--- src/rtl/mem_access_ctrl.sv ---
// MEM-stage data-memory access controller: decodes the EX/MEM memory bundle,
// runs one req/ack transaction per op and returns extended load data.
module mem_access_ctrl #(
  parameter int TIMEOUT_CYCLES = 16,
  parameter int CNT_W          = 5
) (
  input  logic        clk,
  input  logic        rst,
  input  logic [11:0] EX_MEM_mem,
  input  logic [31:0] EX_MEM_addr,
  input  logic [31:0] EX_MEM_wdata,
  output logic        dmem_req,
  output logic        dmem_we,
  output logic [31:0] dmem_addr,
  output logic [3:0]  dmem_be,
  output logic [31:0] dmem_wdata,
  input  logic        dmem_ack,
  input  logic [31:0] dmem_rdata,
  output logic        mem_stall,
  output logic        load_valid,
  output logic [31:0] load_data,
  output logic        align_err,
  output logic        bus_err
);

  typedef enum logic [1:0] {IDLE, BUSY, DONE} state_t;

  localparam logic [CNT_W-1:0] CNT_LAST = CNT_W'(TIMEOUT_CYCLES - 1);

  state_t             state_reg;
  logic [CNT_W-1:0]   cnt_reg;
  logic               req_reg;
  logic               we_reg;
  logic [31:0]        addr_reg;
  logic [3:0]         be_reg;
  logic [31:0]        wdata_reg;
  logic               rd_reg;
  logic [1:0]         size_reg;
  logic               uns_reg;
  logic [1:0]         off_reg;
  logic               load_valid_reg;
  logic [31:0]        load_data_reg;
  logic               align_err_reg;
  logic               bus_err_reg;

  logic        mem_read;
  logic        mem_write;
  logic [1:0]  size;
  logic        load_uns;
  logic [1:0]  off;
  logic        illegal;
  logic        misaligned;
  logic        launch;
  logic [3:0]  be_next;
  logic [31:0] wdata_next;
  logic [3:0]  byte_be;
  logic [31:0] ext_data;
  logic [7:0]  rd_lane [4];
  logic        reserved_unused;

  assign mem_read   = EX_MEM_mem[0];
  assign mem_write  = EX_MEM_mem[1];
  assign size       = EX_MEM_mem[3:2];
  assign load_uns   = EX_MEM_mem[4];
  assign off        = EX_MEM_addr[1:0];
  assign reserved_unused = ^EX_MEM_mem[11:5];

  assign illegal    = mem_read & mem_write;
  assign misaligned = (size == 2'b01) ? off[0] :
                      (size[1] ? (off != 2'b00) : 1'b0);
  assign launch     = (state_reg == IDLE) & (mem_read | mem_write) & ~illegal & ~misaligned;

  // Byte-lane selects for byte stores and byte-lane views of read data.
  genvar gi;
  generate
    for (gi = 0; gi < 4; gi++) begin : g_lane
      assign byte_be[gi] = (off == 2'(gi));
      assign rd_lane[gi] = dmem_rdata[8*gi +: 8];
    end
  endgenerate

  always_comb begin
    be_next    = 4'b1111;
    wdata_next = EX_MEM_wdata;
    case (size)
      2'b00: begin
        be_next    = byte_be;
        wdata_next = {4{EX_MEM_wdata[7:0]}};
      end
      2'b01: begin
        be_next    = off[1] ? 4'b1100 : 4'b0011;
        wdata_next = {2{EX_MEM_wdata[15:0]}};
      end
      default: begin
        be_next    = 4'b1111;
        wdata_next = EX_MEM_wdata;
      end
    endcase
  end

  // Extension uses the size/offset latched at launch, not the live bundle.
  always_comb begin
    logic [7:0]  sel_byte;
    logic [15:0] sel_half;
    sel_byte = rd_lane[off_reg];
    sel_half = off_reg[1] ? dmem_rdata[31:16] : dmem_rdata[15:0];
    ext_data = dmem_rdata;
    case (size_reg)
      2'b00:   ext_data = uns_reg ? {24'd0, sel_byte} : {{24{sel_byte[7]}}, sel_byte};
      2'b01:   ext_data = uns_reg ? {16'd0, sel_half} : {{16{sel_half[15]}}, sel_half};
      default: ext_data = dmem_rdata;
    endcase
  end

  always_ff @(posedge clk or negedge rst) begin
    if (!rst) begin
      state_reg      <= IDLE;
      cnt_reg        <= '0;
      req_reg        <= 1'b0;
      we_reg         <= 1'b0;
      addr_reg       <= '0;
      be_reg         <= '0;
      wdata_reg      <= '0;
      rd_reg         <= 1'b0;
      size_reg       <= '0;
      uns_reg        <= 1'b0;
      off_reg        <= '0;
      load_valid_reg <= 1'b0;
      load_data_reg  <= '0;
      align_err_reg  <= 1'b0;
      bus_err_reg    <= 1'b0;
    end else begin
      load_valid_reg <= 1'b0;
      align_err_reg  <= 1'b0;
      bus_err_reg    <= 1'b0;
      case (state_reg)
        IDLE: begin
          if (mem_read | mem_write) begin
            if (illegal) begin
              bus_err_reg <= 1'b1;
            end else if (misaligned) begin
              align_err_reg <= 1'b1;
            end else begin
              req_reg   <= 1'b1;
              we_reg    <= mem_write;
              addr_reg  <= {EX_MEM_addr[31:2], 2'b00};
              be_reg    <= be_next;
              wdata_reg <= wdata_next;
              rd_reg    <= mem_read;
              size_reg  <= size;
              uns_reg   <= load_uns;
              off_reg   <= off;
              cnt_reg   <= '0;
              state_reg <= BUSY;
            end
          end
        end
        BUSY: begin
          cnt_reg <= cnt_reg + CNT_W'(1);
          // An ack on the final allowed cycle still counts as success.
          if (dmem_ack) begin
            req_reg        <= 1'b0;
            load_valid_reg <= rd_reg;
            if (rd_reg) load_data_reg <= ext_data;
            state_reg      <= DONE;
          end else if (cnt_reg == CNT_LAST) begin
            req_reg        <= 1'b0;
            bus_err_reg    <= 1'b1;
            load_valid_reg <= rd_reg;
            if (rd_reg) load_data_reg <= '0;
            state_reg      <= DONE;
          end
        end
        DONE: begin
          state_reg <= IDLE;
        end
        default: begin
          state_reg <= IDLE;
          req_reg   <= 1'b0;
        end
      endcase
    end
  end

  // Stall is gated by reset so a held bundle cannot stall the pipe during reset.
  assign mem_stall  = rst & ((state_reg == BUSY) | launch);
  assign dmem_req   = req_reg;
  assign dmem_we    = we_reg;
  assign dmem_addr  = addr_reg;
  assign dmem_be    = be_reg;
  assign dmem_wdata = wdata_reg;
  assign load_valid = load_valid_reg;
  assign load_data  = load_data_reg;
  assign align_err  = align_err_reg;
  assign bus_err    = bus_err_reg;

endmodule
--- config.mk ---
export PLATFORM = sky130hd
export DESIGN_NAME = mem_access_ctrl
export DESIGN_NICKNAME = d
export VERILOG_FILES = /design/src/rtl/mem_access_ctrl.sv
export SDC_FILE = /design/constraint.sdc
export NUM_CORES = 1
export LEC_CHECK = 0
export ABC_AREA = 1
export CORE_MARGIN = 2
export CORE_UTILIZATION = 44
export DETAILED_ROUTE_END_ITERATION = 6
export PLACE_DENSITY = 0.8
export SLEW_MARGIN = 10
export SYNTH_ARGS = -nofsm -noshare
export SYNTH_HDL_FRONTEND = slang
export SYNTH_SLANG_ARGS = --single-unit
--- constraint.sdc ---
create_clock -name clk -period 2.64 [get_ports clk]
set_clock_uncertainty 0.05 [all_clocks]
set_input_delay 0.396 -clock clk [delete_from_list [all_inputs] [get_ports clk]]
set_output_delay 0.396 -clock clk [all_outputs]
set_load 0.02 [all_outputs]
==> flow_summary.toml <==
[synth]
yosysTopAreaCell = "dfrtp_1"
synth_warnings = 0
syn-cell-area_sq_mm = 0.00541
synth_common_cells = "329 x nand2_1, 116 x dfrtp_1, 47 x o21ai_0, 40 x nor2_1, 30 x a21oi_1"
yosysTopAreaCellShare_pct = 53.7
yosys-top-cells-area = "dfrtp_1 54%, nand2_1 23%, o21ai_0 4.3%"
yosys.cell_types.count = 33
ys_seq_area_share_pct = 53.7
synthCells = 693
syn-mean-instance-area_sq_um = 7.81
yosys.cell_count.top_type = "nand2_1"
ys_ff_latch = 116
ys.flop_type = "dfrtp_1"
synth_edf_count = 0
synthArstFlopShare_pct = 100

[sta]
rsz0062_at_grt = "no"
finalCritPeriodShare_pct = 86.0
fmax_mhz = 440
worstMarginPinSlew_ns = 0.796
slew_headroom_pct = 46.9
fin_crit_ns = 2.27
setup_violations = 0
finalHoldViolations = 0
tns_ns = 0
slew_violations = 0

[clocking]
postCtsSetupBuffers = 0
cts_buffers = 17
cts_max_path_buffers = 2
path_clk_slew_ns = 0.05
insertion_delay_ns = 0.41
htreeDepth = 4
cts_sinks = 116
cts-root-buf = "clkbuf_16"
cts_tree = "done"

[power]
ir_worst_vdd_v = 0.000586
p_leak_nw = 4.10
p_per_area_mw_per_mm2 = 1120

[floorplanning]
die_x_microns = 115
floorplan.rows = 40
initial_utilization_pct = 45.0
top_level_ports = 217
core_area_sq_mm = 0.0120
die_area_sq_mm = 0.0132
fp.dieH_microns = 115

[global_route]
grt_max_degree = 117
antenna_found_initial = 1
grt_pass1_vias = 5200
grt_overflow = 0
grtUsageTotal_pct = 25.5
grt_pass1_wl_microns = 25900

[detailed_routing]
drt_wl_total_microns = 16600
drc = 0
wl_met3_microns = 1620
firstDrtPassIters = 5
drt_iter0_markers = 392
viasPerCell = 5.08
num_vias = 5393
top_layer = "met4"
wire_per_inst_microns = 15.6
wl_met1_microns = 6810
wl_met2_microns = 7740
drtAntennaViolNets = 0

[critical_path]
critPathMaxStageDelay_ns = 0.41
slowest_stage = "dfrtp_1"
crit_required_ns = 2.89
worst_setup_path_end_kind = "flip-flop"
critPathMaxFanout = 14
start_kind = "flip-flop"
crit_chain = "ha_1, nand2_1, nor2_1, ha_1, nor2_1, nor3_4, nand2_2, buf_4, a21oi_1, nand2_1, nand2_1"
setup.worst_path.class = "reg2reg"
critPathArrivalTime_ns = 2.52
cp_common_cell = "nand2_1"

[cells_and_area]
layout-drive-gt1-share_pct = 7.01
area_growth_syn_to_layout_pct = 53.0
nNetsFinal = 1013
fin_util_pct = 68.9

[place]
dpl.hpwl_microns = 11300
portBuffers = 207
gp_congestion = 0.847

[worst_hold_path]
min_path_type = "in2async"

[run]
cap_violations = 0

[run_status]
status = "complete, no violations"
[metal layers]
metal  global-route usage (%)  vias up
met4                     10.9        0
met1                     31.1     2510
met3                     9.38       30
li1                         -     2589
met5                        0        -
met2                     40.9      264
[layout by cell type, fill, tap and decap left out, types with 5 or more instances in the layout]
master           count
o21ai_0             47
inv_2                5
clkbuf_16           17
buf_4               14
a21oi_1             30
clkdlybuf4s50_1    204
inv_1               28
dfrtp_1            116
bufinv_16            5
nor2_1              40
nand2_1            329
clkinv_2             5
nand3_1             29
o21ai_1              8
[logic make-up (layout without fill, tap and decap cells)]
| family | after synthesis | count (layout) | share of synthesized area, % |
|---|---|---|---|
| compound gates | 95 | 95 | 9.23 |
| flops | 116 | 116 | 53.7 |
| fa+ha+maj | 2 | 2 | 0.463 |
| xor+xnor | 1 | 1 | 0.162 |
| buf+inv | 69 | 288 | 5.92 |
| simple gates | 409 | 409 | 30.5 |
| other cells | 1 | 3 | 0.0693 |
[power breakdown]
| part | total (mW) | internal (mW) | leakage (nW) | switching [mW] |
|---|---|---|---|---|
| Sequential | 2.92 | 2.46 | 1.47 | 0.462 |
| Combinational | 3.77 | 1.68 | 2.30 | 2.08 |
| Clock | 2.58 | 1.77 | 0.330 | 0.815 |
| Total | 9.27 | 5.91 | 4.10 | 3.36 |
[worst max-delay path, delay by kind of cell (launching register included)]
kind / cells / cell delay, ns
simple gates: 7 / 0.96
fa+ha+maj: 2 / 0.42
flops: 1 / 0.41
buf+inv: 1 / 0.25
compound gates: 1 / 0.06
[repair_timing]
item	4_1_cts	5_1_grt
gates resized for setup	0	2
hold buffers	0	0
setup endpoints to repair	0	1
[worst paths after layout]
kind	startpoint	to	slack [ns]	depth (start not counted)
max	cnt_reg[0]	load_data[19]	0.37	11
min	rst	cnt_reg[4]	0.007	2
max reg2reg	cnt_reg[0]	load_data[19]	0.37	11
min reg2reg	dmem_be[1]	dmem_be[1]	0.42	2
max in group asynchronous	rst	load_data[21]	2.02	2
min in group clk	EX_MEM_mem[3]	align_err	0.39	3
[stage by stage]
stage	hold slack (ns)	worst slack [ns]	std cells	instance area (sq um)	power, mW
floorplan	0.0504	0.808	694	5410	4.85
global placement	0.402	0.0797	1028	7610	6.63
detailed placement	0.407	0.0469	1028	7610	6.70
CTS	0.0682	0.0452	1060	8270	9.32
global route	0.0730	0.212	1061	8280	9.77
finish	0.00671	0.369	1061	8280	9.27
[cell type report]
cell class	count	area (sq um)
fillers	971	3730
flip-flops and latches	116	2900
repair buffers	222	2210
multi-input cells	509	2190
clock buffers	22	484
well taps	147	184
clock inverters	10	175
inverters	34	128
diodes	1	2.50
(Power assumes the default switching activity.)
